### src/rtl/melody_sequencer.sv
// rtl/melody_sequencer.sv - note-table melody player (tone/sound_en per note, silent gaps); MELODY_LOOP_EN repeats the melody
module melody_sequencer #(
    parameter int NUM_NOTES = 16,
    parameter int GAP_TICKS = 1
) (
    input  logic                         clk,
    input  logic                         reset,
    input  logic                         start,
    input  logic                         stop,
    input  logic                         beat_tick,
    output logic [3:0]                   tone,
    output logic                         sound_en,
    output logic                         busy,
    output logic                         done,
    output logic [$clog2(NUM_NOTES)-1:0] note_idx
);
    localparam int            IW       = $clog2(NUM_NOTES);
    localparam logic [IW-1:0] LAST_IDX = IW'(NUM_NOTES - 1);
    localparam logic [3:0]    GAP_LOAD = 4'(GAP_TICKS);

    localparam logic [1:0] S_IDLE = 2'd0;
    localparam logic [1:0] S_LOAD = 2'd1;
    localparam logic [1:0] S_PLAY = 2'd2;
    localparam logic [1:0] S_GAP  = 2'd3;

    // Entry layout {rest, dur[3:0], tone[3:0]}; dur==0 marks the end of the melody.
    function automatic logic [8:0] melody_rom(input logic [IW-1:0] addr);
        logic [31:0] a;
        a = 32'(addr);
        case (a)
            32'd0:   melody_rom = {1'b0, 4'd2, 4'd2};
            32'd1:   melody_rom = {1'b0, 4'd2, 4'd3};
            32'd2:   melody_rom = {1'b0, 4'd2, 4'd4};
            32'd3:   melody_rom = {1'b1, 4'd1, 4'd0};
            32'd4:   melody_rom = {1'b0, 4'd4, 4'd7};
            default: melody_rom = 9'd0;
        endcase
    endfunction

    logic [1:0]    state;
    logic [8:0]    cur_entry;
    logic [3:0]    dur_cnt;
    logic [3:0]    gap_cnt;
    logic          cur_rest;
    logic [3:0]    cur_dur;
    logic [3:0]    cur_tone;
    logic [IW-1:0] next_idx;
    logic          advance;
    logic          at_end;

    assign cur_rest = cur_entry[8];
    assign cur_dur  = cur_entry[7:4];
    assign cur_tone = cur_entry[3:0];
    assign next_idx = note_idx + IW'(1);
    assign busy     = (state != S_IDLE);

    // A note boundary: the last tick of a note with no gap following, or the last gap tick.
    always_comb begin
        advance = 1'b0;
        if (beat_tick) begin
            if (state == S_PLAY && dur_cnt == 4'd1 && (cur_rest || GAP_TICKS == 0)) begin
                advance = 1'b1;
            end
            if (state == S_GAP && gap_cnt == 4'd1) begin
                advance = 1'b1;
            end
        end
    end

    // Melody ends on an end marker, or when advancing past the final table entry.
    assign at_end = (state == S_LOAD && cur_dur == 4'd0) || (advance && note_idx == LAST_IDX);

    // Sequencer FSM; the table read is issued one cycle ahead of LOAD into cur_entry.
    always_ff @(posedge clk) begin
        if (reset) begin
            state     <= S_IDLE;
            cur_entry <= 9'd0;
            dur_cnt   <= 4'd0;
            gap_cnt   <= 4'd0;
            tone      <= 4'd0;
            sound_en  <= 1'b0;
            done      <= 1'b0;
            note_idx  <= '0;
        end else if (stop) begin
            state    <= S_IDLE;
            sound_en <= 1'b0;
            done     <= 1'b0;
            note_idx <= '0;
        end else begin
            done <= 1'b0;
            if (at_end) begin
                sound_en <= 1'b0;
                note_idx <= '0;
`ifdef MELODY_LOOP_EN
                state     <= S_LOAD;
                cur_entry <= melody_rom('0);
`else
                state     <= S_IDLE;
                done      <= 1'b1;
`endif
            end else if (advance) begin
                state     <= S_LOAD;
                sound_en  <= 1'b0;
                note_idx  <= next_idx;
                cur_entry <= melody_rom(next_idx);
            end else begin
                case (state)
                    S_IDLE: begin
                        if (start) begin
                            state     <= S_LOAD;
                            note_idx  <= '0;
                            cur_entry <= melody_rom('0);
                        end
                    end
                    S_LOAD: begin
                        state    <= S_PLAY;
                        dur_cnt  <= cur_dur;
                        sound_en <= ~cur_rest;
                        if (!cur_rest) begin
                            tone <= cur_tone;
                        end
                    end
                    S_PLAY: begin
                        if (beat_tick) begin
                            dur_cnt <= dur_cnt - 4'd1;
                            if (dur_cnt == 4'd1) begin
                                state    <= S_GAP;
                                gap_cnt  <= GAP_LOAD;
                                sound_en <= 1'b0;
                            end
                        end
                    end
                    S_GAP: begin
                        if (beat_tick) begin
                            gap_cnt <= gap_cnt - 4'd1;
                        end
                    end
                    default: state <= S_IDLE;
                endcase
            end
        end
    end
endmodule
### config.mk
export PLATFORM = sky130hd
export DESIGN_NAME = melody_sequencer
export DESIGN_NICKNAME = d
export VERILOG_FILES = /design/src/rtl/melody_sequencer.sv
export SDC_FILE = /design/constraint.sdc
export NUM_CORES = 1
export LEC_CHECK = 0
export ABC_AREA = 1
export BUFFER_PORTS_ARGS = -buffer_cell sky130_fd_sc_hd__buf_4
export CORE_MARGIN = 10
export CORE_UTILIZATION = 58
export CTS_CLUSTER_DIAMETER = 60
export CTS_CLUSTER_SIZE = 16
export DETAILED_ROUTE_END_ITERATION = 12
export GPL_ROUTABILITY_DRIVEN = 0
export PLACE_DENSITY = 0.79
export SLEW_MARGIN = 20
export SYNTH_ARGS = -nofsm -noshare
export SYNTH_HDL_FRONTEND = slang
export SYNTH_SLANG_ARGS = --single-unit
### constraint.sdc
create_clock -name clk -period 2.2 [get_ports clk]
set_input_delay 0.11 -clock clk [delete_from_list [all_inputs] [get_ports clk]]
set_output_delay 0.11 -clock clk [all_outputs]
set_load 0.01 [all_outputs]
Word-level counts from Yosys, hierarchy flattened
Cells that the tools add are included.
{"block": "totals", "reg_bits": 29, "input_bits": 5, "output_inout_bits": 11}
{"block": "classes", "n_addsub": 3, "eq_ne": 17, "muxes": 25, "bitwise": 4, "reduce_logical": 27}
{"operator": "$pmux 9 s5", "count": 1}
{"operator": "$mux 4", "count": 7}
{"operator": "$mux 9", "count": 3}
{"operator": "$pmux 4 s2", "count": 2}
{"operator": "$eq 4x1->1 const B", "count": 3}
{"operator": "$reduce_and 4->1", "count": 3}
{"operator": "$reduce_and 5->1", "count": 2}
{"operator": "$reduce_bool 2->1", "count": 5}
{"operator": "$eq 4x2->1 const B", "count": 2}
{"operator": "$logic_not 4->1", "count": 2}
{"operator": "$sub 4x1->4 const B", "count": 2}
{"operator": "$mux 1", "count": 7}
{"operator": "$reduce_and 7->1", "count": 1}
{"operator": "$mux 2", "count": 3}
{"operator": "$ne 2x2->1 const B", "count": 3}
{"operator": "$ne 3x3->1 const B", "count": 2}
{"operator": "$pmux 2 s3", "count": 1}
{"operator": "$logic_and 1x1->1", "count": 5}
{"operator": "$add 4x1->4 const B", "count": 1}
{"operator": "$eq 2x2->1 const B", "count": 2}
{"operator": "$eq 4x3->1 const B", "count": 1}
{"operator": "$eq 4x4->1 const B", "count": 1}
{"operator": "$not 1->1", "count": 4}
{"operator": "$reduce_bool 4->1", "count": 1}
{"operator": "12 further kinds", "count": 12}

Longest topological paths before layout
Gate-level depths: netlist of run 1.
{"block": "logic_depth", "depth_word": 10, "mapped_depth": 12, "depth_no_buf": 12}

Worst setup path after synthesis of run 1
OpenSTA, ideal clock, no wires.
{"block": "synth_path", "kind": "register -> register", "from": "register state[0]", "to": "register gap_cnt[0]", "t_arrival_ps": 1480, "required_time_ps": 2083, "slack_ps": 603, "path_stages_with_launch": 11, "period_less_slack_ps": 1597, "path_cell_list": "dfxtp_1 > inv_1 > ha_1 > nand2_1 > inv_1 > nand3_2 > nand2_4 > a21oi_4 > nand2_2 > nor3_1 > nor2_1"}
{"block": "synth_between", "elab_chain_cells": 10, "elab_cells_between_ends": 20}
{"element": "from (decl)", "line": "40", "source": "logic [1:0] state;"}
{"element": "from (signal assigned)", "line": "76", "source": "state <= S_IDLE;"}
{"element": "from (signal assigned)", "line": "85", "source": "state <= S_IDLE;"}
{"element": "from (signal assigned)", "line": "98", "source": "state <= S_IDLE;"}
{"element": "$eq 2x2->1", "line": "61, 107"}
{"element": "$logic_and 1x1->1 (2 in series)", "line": "61", "source": "if (state == S_PLAY && dur_cnt == 4'd1 && (cur_rest || GAP_TICKS == 0)) begin"}
{"element": "$mux 1", "line": "61"}
{"element": "$mux 1", "line": "64", "source": "if (state == S_GAP && gap_cnt == 4'd1) begin"}
{"element": "$mux 1", "line": "60", "source": "if (beat_tick) begin"}
{"element": "$logic_and 1x1->1", "line": "71", "source": "assign at_end = (state == S_LOAD && cur_dur == 4'd0) || (advance && note_idx == LAST_IDX);"}
{"element": "$logic_or 1x1->1", "line": "71"}
{"element": "$not 1->1 (no line)"}
{"element": "$reduce_and 7->1 (no line)"}
{"element": "to (signal assigned)", "line": "135", "source": "gap_cnt <= gap_cnt - 4'd1;"}
{"element": "to (decl)", "line": "43", "source": "logic [3:0] gap_cnt;"}
Several ways; a longest one is shown, not always the timed one.
A chain may end at the register's enable or synchronous reset.

Worst setup path after layout of run 1
Same ends and word-level chain as after synthesis.

==> results of run 1 <==
## final timing paths
kind	start	cells past startpoint	slack, ps	to
max	state[0]	10	420	gap_cnt[0]
min reg2reg	tone[2]	2	470	tone[2]
min	reset	2	50	cur_entry[2]
max reg2reg	state[0]	10	420	gap_cnt[0]
## registers in the layout (all words and copies together), names as in the netlist
register	flops
done	1
cur_entry	6
gap_cnt	4
sound_en	1
tone	3
note_idx	4
dur_cnt	4
state	2
## power by group through the flow
stage          clock network [mW]  registers, mW  logic (mW)
2_1_floorplan                   0          0.475      0.0677
3_3_place_gp                    0          0.476      0.0932
3_5_place_dp                    0          0.476      0.0954
4_1_cts                     0.215          0.466      0.0972
5_1_grt                     0.233          0.467       0.109
6_report                    0.210          0.466      0.0972
## routing by layer
| metal | share of wire, % | routed length, um | track usage [%] |
|---|---|---|---|
| met5 | 0 | 0 | 0 |
| met4 | 1.9 | 61 | 5.16 |
| met3 | 2.8 | 91 | 2.34 |
| met2 | 50 | 1620 | 23.3 |
| met1 | 45 | 1460 | 14.7 |
## synth_stat cells (3+ instances only)
| master | n |
|---|---|
| o21ai_0 | 7 |
| nor2_1 | 25 |
| nand2_1 | 54 |
| inv_1 | 26 |
| nand4_1 | 4 |
| nor3_1 | 3 |
| nand3_1 | 12 |
| dfxtp_1 | 25 |
| ha_1 | 14 |
| a21oi_1 | 24 |
## metrics by stage
step / total power [mW] / hold WS [ps] / instance area (um^2)
after floorplan: 0.543 / 179 / 1530
after global placement: 0.569 / 303 / 1670
after detailed placement: 0.571 / 305 / 1670
after CTS: 0.778 / 46.9 / 1710
after global routing: 0.810 / 57.4 / 1710
final: 0.773 / 49.2 / 1710
## worst max-delay path: stages (launching register included)
cell,delay (ps)
dfxtp_1,430
inv_1,90
ha_1,280
nand2_1,90
inv_1,40
nand3_2,70
nand2_4,90
a21oi_4,260
nand2_2,140
nor3_1,160
nor2_1,60
## cell families (layout without fill, tap and decap cells)
kind of cell / count (synthesis) / count (layout) / share of synthesized area, %
flops: 25 / 25 / 32.6
simple gates: 110 / 110 / 33.4
other cells: 1 / 1 / 0.244
buf+inv: 28 / 45 / 7.10
xor+xnor: 3 / 3 / 1.71
compound gates: 37 / 37 / 13.5
fa+ha+maj: 14 / 14 / 11.4
## area by class of cell
| class | instances | area (um^2) |
|---|---|---|
| timing repair buffer | 15 | 115 |
| inverter | 26 | 97.6 |
| clock buffer | 3 | 22.5 |
| tap | 30 | 37.5 |
| sequential | 25 | 500 |
| clock inverter | 1 | 7.51 |
| multi-input combinational | 165 | 925 |
| fill | 228 | 795 |
==> results.md, run 1 <==
- Status: finished clean
- I/O Buffers: 14
- Critical path data arrival time: approximately 2000 ps
- Largest net degree at the start of global routing: 16
- # clock sinks: 25
- Drt via density: 5.28
- Ant diodes: 0
- # Post-CTS Setup Buffers: 0
- Core Area: 0.00250 mm^2
- # DRC: 0
- CTS tree: done
- Clock tree buffer depth: 2
- First-pass GRT wire length: approximately 5700 um
- Net Switching: 0.209 mW
- Placed cell count: 260
- Wire per inst: approximately 12 um
- Most frequent cells in the layout: 54 x nand2_1, 26 x inv_1, 25 x nor2_1, 25 x dfxtp_1, 24 x a21oi_1
- Crit. End Element: flip-flop
- TritonCTS Buffers: 3
- Total routed wirelength: approximately 3200 um
- Post-layout min period: between 1500 and 2000 ps
- Max-Cap Viols: 0
- Cell taking the most area after synthesis: dfxtp_1
- Die ar.: a little over 0.005 mm^2
- Initial antenna violation count: 0
- GRT overflow: 0
- Combinational share of power: 12.6%
- Final Instance Count excl. Fillers: about 270
- Most common cell after layout, fill and taps aside: nand2_1
- Worst skew pair latency: roughly 330 ps
- Internal power: roughly 0.56 mW
- Pleak: approximately 0.76 nW
- Ys Warns: 0
- Fmax: ~0.56 GHz
- Worst-path maximum fanout: 10
- PostCTS Resize Cnt: 0
- RSZ-0062 raised after global routing: false
- Synth area leaders: dfxtp_1 33%, nand2_1 13%, ha_1 11%, a21oi_1 7.8%, inv_1 6.4%
- Nature of the critical path startpoint: flip-flop
- Final WS setup: between 400 and 500 ps
- VDD IR max: 0.469 mV
- Starting density of the core: 61.4%
- Post-synth top flop: dfxtp_1
- DR vias: between 1000 and 1500
- I/O Pins: 16
- Final setup fails: 0
- Worst hold path type: in -> reg
- Final period util: between 80% and 90%
- Share of post-route cells with drive strength above 1: a little over an eighth
- Synthesis-stage register bit count: 25
- Final hold violation count: 0
- Setup CP Type: reg -> reg
- Synthesized instance count: 218
- H-tree depth: 1
- Fin nets: ~260
- Netlist Area Pre-Place: 0.00153 mm^2
- Vias in the first global route: between 1000 and 1500
- Root buffer cell: clkbuf_4
- Clock skew: about 10 ps
- First-pass DRT Iterations: 4
- Clk pin slew, worst setup/hold paths: ~140 ps
- DRT iter0 DRCs: 67
- Sequential share of power: about three fifths
- Synth top area share: between 30% and 40%
- Hold buffer count at CTS: 1
- Distinct cells, synth: 28
- Num rows: 18
- Pre-CTS WS: between 400 and 500 ps
- Critical path required time: between 2000 and 2500 ps
- Post-synth ARST share: 0%
- Sw Ratio: around 27%
- Final core utilization: 68.2%
- TNS Setup: 0 ps
- Post-route ant nets: 0
- Die Wd: about 71 um
- Area growth syn-to-layout: 11.2%
- GRT Total Usage: roughly an eighth
- Max Slew Vio Count: 0
- Syn avg cell area: 7.04 um^2
- Seq/Total Area, Yosys: between 30 and 40%
- Detailed Place HPWL: 2620 um
- Die Ht: a little over 70 um
- Syn nets: between 200 and 250
- Post-synth EDFFs: 0
- Clock power frac: a little over a quarter
- Cell Pwr Density: between 400 and 500 mW/mm^2
No activity file was read; power rests on OpenSTA's default activity.
==> run 2: changes to the inputs <==
--- a/config.mk
+++ b/config.mk
@@ -5,15 +5,15 @@
 export SDC_FILE = /design/constraint.sdc
 export NUM_CORES = 1
 export LEC_CHECK = 0
-export ABC_AREA = 1
+export ABC_AREA = 0
 export BUFFER_PORTS_ARGS = -buffer_cell sky130_fd_sc_hd__buf_4
 export CORE_MARGIN = 10
-export CORE_UTILIZATION = 58
+export CORE_UTILIZATION = 52
 export CTS_CLUSTER_DIAMETER = 60
 export CTS_CLUSTER_SIZE = 16
 export DETAILED_ROUTE_END_ITERATION = 12
 export GPL_ROUTABILITY_DRIVEN = 0
-export PLACE_DENSITY = 0.79
+export PLACE_DENSITY = 0.74
 export SLEW_MARGIN = 20
 export SYNTH_ARGS = -nofsm -noshare
 export SYNTH_HDL_FRONTEND = slang
==> constraint.sdc (replaced) <==
create_clock -name clk -period 1.6 [get_ports clk]
set_input_delay 0.08 -clock clk [delete_from_list [all_inputs] [get_ports clk]]
set_output_delay 0.08 -clock clk [all_outputs]
set_load 0.01 [all_outputs]
==> run 2 against run 1 <==
  * The run now ends with setup timing left
  * Register-to-register slack lost 660 ps
  * Die area grew 11%
  * Setup slack lost 660 ps
  * Cell count grew 3.4%
  * Via count grew 33%
  * Core utilization grew 20 points
  * Critical endpoint is now cur_entry[0]
  * Largest power group unchanged
==> results.md, run 2 <==
- Post-synth ARST share: 0% (unchanged)
- Largest net degree at the start of global routing: 19 (+3)
- Seq/Total Area, Yosys: 31.6% (-1.1 points)
- Top reg by flops: cur_entry
- First-pass DRT Iterations: 4 (unchanged)
- Post-route ant nets: 0 (unchanged)
- Largest register FFs: 6 (unchanged)
- Max-Cap Viols: 0 (unchanged)
- Drt via density: 6.78 (+29%)
- Hold buffer count at CTS: 0 (-1)
- DRT iter0 DRCs: 178 (+170%)
- Nature of the critical path startpoint: flip-flop
- Pleak: 0.985 nW (+30%)
- Ant diodes: 0 (unchanged)
- Crit-path cells: inv_4 > ha_4 > buf_4 > nor4b_4 > nor3_4 > nand3_2 > o32ai_2
- Setup CP Type: reg -> reg
- Min Hold Slack: 32.3 ps (-16.9 ps)
- Vias in the first global route: 1934 (+41%)
- Fmax: 0.544 GHz (-3.2%)
- Root buffer cell: clkbuf_4
- Critical path data arrival time: 2090 ps (+70 ps)
- Synth top area share: 31.6% (-1.1 points)
- Distinct cells, synth: 53 (+89%)
- Final WS setup: -240 ps (-658 ps)
- Area growth syn-to-layout: 57.9%
- Total routed wirelength: 6240 um (+93%)
- Initial antenna violation count: 0 (unchanged)
- CTS tree: done
- Netlist Area Pre-Place: 0.00159 mm^2 (+3.3%)
- Multi-input logic area: 0.00138 mm^2 (+49%)
- Fin nets: 263 (+3.1%)
- Die ar.: 0.00566 mm^2 (+11%)
- CP max stage cell: dfxtp_4
- RSZ-0062 raised after global routing: true
- Syn avg cell area: 8.62 um^2 (+22%)
- Die Ht: 75.2 um (+5.3%)
- # clock sinks: 25 (unchanged)
- H-tree depth: 1 (unchanged)
- Worst skew pair latency: 330 ps (about the same)
- I/O Pins: 16 (unchanged)
- Post-synth top flop: dfxtp_1
- Most frequent cells in the layout: 53 x buf_4, 19 x dfxtp_1, 12 x a21oi_1, 12 x nand2_1, 9 x inv_1
- Status: complete, but fails checks
- Synthesized instance count: 184 (-16%)
- Pre-CTS WS: -231 ps (-647 ps)
- Wire per inst: 22.8 um (+86%)
- # fillers: 122 (-46%)
- Slowest cell delay on critical path: 440 ps (about the same)
- Synth area leaders: dfxtp_1 32%, ha_1 11%, a21oi_1 4.1%, o21ai_0 3.8%, inv_1 3.3%
- Critical path required time: 1850 ps (-590 ps)
- Final setup fails: 25 (+25)
- GRT Total Usage: 22.7% (+9.7 points)
- I/O Buffers: 14 (unchanged)
- Worst hold path type: in -> reg
- Synth top cells by count: 25 x dfxtp_1, 14 x ha_1, 14 x inv_1, 13 x a21oi_1, 13 x nand2_1
- Final hold violation count: 0 (unchanged)
- TNS Setup: -3740 ps (-3740 ps)
- First-pass GRT wire length: 9780 um (+71%)
- Cell Pwr Density: 491 mW/mm^2 (+8.3%)
- Clk pin slew, worst setup/hold paths: 140 ps (about the same)
- Clock skew: 2.94 ps (-7.27 ps)
- VDD IR max: 0.532 mV (+13%)
- Reg area: 515 um^2 (+3.0%)
- Num rows: 19 (+1)
- Post-layout min period: 1840 ps (+58.2 ps)
- Detailed Place HPWL: 3340 um (+28%)
- Die Wd: 75.2 um (+5.3%)
- Core Area: 0.00283 mm^2 (+13%)
- Failing checks: setup timing
- Final period util: 115% (+34 points)
- TritonCTS Buffers: 3 (unchanged)
- Syn nets: 203 (-14%)
- Crit. End Element: flip-flop
- Max Slew Vio Count: 0 (unchanged)
- Cell taking the most area after synthesis: dfxtp_1
- Most frequent cell after synthesis: dfxtp_1
- Starting density of the core: 56.0% (-5.3 points)
- Synthesis-stage register bit count: 25 (unchanged)
- Ys Warns: 0 (unchanged)
- Share of post-route cells with drive strength above 1: 50.6% (+37 points)
- DR vias: 1859 (+33%)
- Most common cell after layout, fill and taps aside: buf_4
- Power Total: 1.23 mW (+59%)
- Worst-path maximum fanout: 4 (-6)
- # DRC: 0 (unchanged)
- GRT overflow: 0 (unchanged)
- Clock tree buffer depth: 2 (unchanged)
- Post-synth EDFFs: 0 (unchanged)
[run 2: worst max-delay path: cells and delay by family (launching register included)]
family	cells	cell delay [ps]
flip-flops	1	440
buffers and inverters	2	210
AND/OR/NAND/NOR	3	640
AO/OA/AOI/OAI	1	300
adder cells (fa/ha/maj)	1	160
[run 2: metrics by stage]
step	util, %	instances	cell area (um^2)
detailed placement	73.0	260	2060
global placement	73.0	260	2060
floorplan	-	184	1690
finish	88.5	274	2500
CTS	85.8	272	2430
global route	88.5	274	2500
[run 2: cell type report]
type | instances | share of cell area [%]
inverter | 15 | 2.55
clock buffer | 4 | 1.05
sequential | 25 | 20.6
tap | 31 | 1.55
multi-input combinational | 138 | 55.0
timing repair buffer | 61 | 19.2
[run 2: final timing paths]
| kind | from | end | slack [ps] | depth (start not counted) |
|---|---|---|---|---|
| max reg2reg | state[1] | cur_entry[0] | -240 | 7 |
| min reg2reg | cur_entry[1] | tone[1] | 490 | 2 |
| max | state[1] | cur_entry[0] | -240 | 7 |
| min | stop | done | 30 | 2 |
[run 2: kinds of logic (layout without fill, tap and decap cells)]
family          Yosys count  in the layout  synth area share (%)
xor+xnor                  3              3                  1.66
compound gates           54             54                  23.8
flops                    25             25                  31.6
other cells               1              1                 0.237
simple gates             62             62                  23.4
mux                       4              4                  2.60
buf+inv                  21             80                  5.60
fa+ha+maj                14             14                  11.0
[run 2: power by group]
| part | switching (mW) | leakage, nW | internal, mW |
|---|---|---|---|
| clock | 0.202 | 0.0150 | 0.0981 |
| combinational | 0.151 | 0.764 | 0.130 |
| sequential | 0.0174 | 0.206 | 0.630 |
[run 2: repair_timing]
| action | 4_1_cts | 5_1_grt |
|---|---|---|
| endpoints found under the setup margin | 25 | 25 |
| pin swaps | 17 | 11 |
| buffers inserted | 9 | 2 |
| resized for setup | 65 | 10 |
| gates cloned | 1 | 0 |
[run 2: layer usage]
| metal | part of all wire, % | global-route usage [%] | up-vias |
|---|---|---|---|
| li1 | - | - | 802 |
| met1 | 37 | 26.3 | 877 |
| met2 | 49 | 37.2 | 134 |
| met3 | 8.9 | 7.23 | 46 |
| met4 | 6.0 | 10.7 | 0 |
| met5 | 0 | 0 | - |
==> run 3: changes to the inputs <==
==> constraint.sdc (replaced) <==
create_clock -name clk -period 1.6 [get_ports clk]
set_input_delay 0.08 -clock clk [delete_from_list [all_inputs] [get_ports clk]]
set_output_delay 0.08 -clock clk [all_outputs]
set_load 0.005 [all_outputs]
==> run 3 against run 2 <==
  * The flow still finishes with violations (setup timing)
  * Core utilization unchanged
  * Hold slack better by 58 ps
  * Sequential power is essentially flat
  * Global-route usage fell by 1.8 points
  * Critical path depth up 1
  * Routed wire length rose by 0.82%
  * Register-to-register slack got worse by 70 ps
  * Cell area did not move
  * Sequential share of layout area down 0.10 points
  * Critical path type unchanged
==> results.md, run 3 (synthesis results as in run 2) <==
- Pre-CTS WS: -224 ps (+6.76 ps)
- Clock power frac: 24.4% (about the same)
- Die Wd: 75.2 um (unchanged)
- Num rows: 19 (unchanged)
- Reg area: 513 um^2 (-0.49%)
- Worst Setup SP: dur_cnt[1]
- Max Slew Vio Count: 0 (unchanged)
- Post-route ant nets: 0 (unchanged)
- Combinational share of power: 22.1% (-0.7 points)
- Critical path required time: 1840 ps (about the same)
- Clock tree buffer depth: 2 (unchanged)
- Most frequent cells in the layout: 50 x buf_4, 21 x dfxtp_1, 13 x buf_6
- CTS tree: done
- Fin nets: 266 (+1.1%)
- Root buffer cell: clkbuf_4
- Buffer and inverter count on the worst path: 3 (+1)
- Die Ht: 75.2 um (unchanged)
- CP max stage cell: dfxtp_2
- Final Instance Count excl. Fillers: 277 (+1.1%)
- Reg-to-reg endpoint: cur_entry[5]
- Crit. End Element: flip-flop
- Largest net degree at the start of global routing: 19 (unchanged)
- Ant diodes: 0 (unchanged)
- Worst-path maximum fanout: 5 (+1)
- DR vias: 1853 (-0.32%)
- Worst skew pair latency: 330 ps (about the same)
- Total routed wirelength: 6290 um (+0.82%)
- Final WS setup: -310 ps (-70.2 ps)
- RSZ-0062 raised after global routing: true
- Status: complete, but fails checks
- Nature of the critical path startpoint: flip-flop
- Worst hold path type: in -> reg
- Largest register FFs: 6 (unchanged)
- Post-layout min period: 1910 ps (+70.2 ps)
- Area growth syn-to-layout: 57.9% (unchanged)
- R2R Path Start: dur_cnt[1]
- CP top delay family: compound AO/OA/AOI/OAI gates
- Fmax: 0.524 GHz (-3.7%)
- Detailed Place HPWL: 3480 um (+4.3%)
- Max-Cap Viols: 0 (unchanged)
- Slowest cell delay on critical path: 360 ps (-80 ps)
- Reg2Reg Depth: 8 (+1)
- Multi-input logic area: 0.00133 mm^2 (-3.3%)
- Final setup fails: 25 (unchanged)
- Vias in the first global route: 1840 (-4.9%)
- Clk pin slew, worst setup/hold paths: 140 ps (about the same)
- Sequential share of power: 53.5% (+0.8 points)
- Clock skew: 7.52 ps (+4.57 ps)
- Placed cell count: 264 (+1.5%)
- CP Depth: 8 (+1)
- Internal power: 0.851 mW (-0.80%)
- Final hold violation count: 0 (unchanged)
- DRT iter0 DRCs: 289 (+62%)
- TNS Setup: -4530 ps (-796 ps)
- Reg-to-reg slack, setup: -310 ps (-70 ps)
- Top reg by flops: cur_entry
- Initial antenna violation count: 0 (unchanged)
- # fillers: 127 (+4.1%)
- Starting density of the core: 56.0% (unchanged)
- End of the critical path: cur_entry[5]
- GRT Total Usage: 20.9% (-1.8 points)
- Cell Pwr Density: 483 mW/mm^2 (-1.7%)
- # DRC: 0 (unchanged)
- H-tree depth: 1 (unchanged)
- Failing checks: setup timing
- # clock sinks: 25 (unchanged)
- Final period util: 119% (+4.4 points)
- Core Area: 0.00283 mm^2 (unchanged)
- I/O Pins: 16 (unchanged)
- Crit-path cells: inv_2 > ha_4 > nand4bb_1 > buf_4 > o22a_4 > buf_6 > mux2i_4 > a221oi_2
- Final core utilization: 88.5% (unchanged)
- Critical path data arrival time: 2150 ps (+60 ps)
- Net Switching: 0.356 mW (-3.8%)
- Power Total: 1.21 mW (-1.7%)
- Wire per inst: 22.7 um (-0.27%)
- First-pass GRT wire length: 9160 um (-6.3%)
- Share of post-route cells with drive strength above 1: 49.2% (-1.4 points)
- I/O Buffers: 14 (unchanged)
- First-pass DRT Iterations: 4 (unchanged)
- Die ar.: 0.00566 mm^2 (unchanged)
- Pleak: 0.964 nW (-2.2%)
- TritonCTS Buffers: 3 (unchanged)
- VDD IR max: 0.563 mV (+5.8%)
- Drt via density: 6.69 (-1.4%)
- Most common cell after layout, fill and taps aside: buf_4
- GRT overflow: 0 (unchanged)
- Sw Ratio: 29.5% (-0.64 points)
- Setup CP Type: reg -> reg
run 3: cell count changes in the layout (fill, tap and decap cells not counted), moves of 3 or more:
| cell | change |
|---|---|
| nor3_2 | +3 |
| buf_4 | -3 |
| o21ai_1 | -3 |
| a21oi_1 | -3 |
| buf_6 | +6 |
| a21oi_2 | +3 |
run 3: worst min path at each step:
stage | slack [ps] | cells past startpoint | end | startpoint
finish | 90 | 2 | gap_cnt[0] | reset
global route | 90 | 2 | dur_cnt[1] | reset
CTS | 70 | 2 | gap_cnt[0] | reset
detailed placement | 360 | 2 | done | stop
global placement | 350 | 2 | done | stop
floorplan | 160 | 1 | done | stop
run 3: timing repair:
item / in CTS / in global routing
setup buffers: 7 / 4
pin swaps: 18 / 22
gates cloned: 2 / 0
hold buffers: 1 / 0
hold endpoints to repair: 1 / 0
setup endpoints to repair: 25 / 25
resized for setup: 48 / 26
run 3: cell type report:
cell class | count | area share, %
multi-input cells | 138 | 53.2
repair buffers | 64 | 21.3
flip-flops and latches | 25 | 20.5
inverters | 15 | 2.45
well taps | 31 | 1.55
clock buffers | 4 | 1.05
run 3: layer usage:
layer	GRT usage, %	wire [um]	share of wire (%)	vias up
met2	37.7	3200	51	98
met3	3.81	378	6.0	26
li1	-	-	-	810
met1	23.3	2430	39	919
met5	0	0	0	-
met4	9.07	270	4.3	0
run 3: metrics by stage:
stage / hold slack [ps] / area (um^2)
final: 90.2 / 2500
after floorplan: 159 / 1680
after detailed placement: 356 / 2090
after CTS: 70.6 / 2400
after global placement: 354 / 2090
after global routing: 89.4 / 2500
run 3: power groups by stage:
stage          registers (mW)  logic (mW)  clock network, mW
4_1_cts                 0.643       0.231              0.297
5_1_grt                 0.648       0.279              0.315
3_5_place_dp            0.658       0.189                  0
2_1_floorplan           0.657       0.105                  0
3_3_place_gp            0.657       0.181                  0
6_report                0.646       0.266              0.295
run 3: worst reg2reg max path: cells and delay by family, from the launching register on:
family / cells / cell delay [ps]
compound gates: 2 / 520
buf+inv: 3 / 410
fa+ha+maj: 1 / 140
flops: 1 / 360
mux: 1 / 200
simple gates: 1 / 200
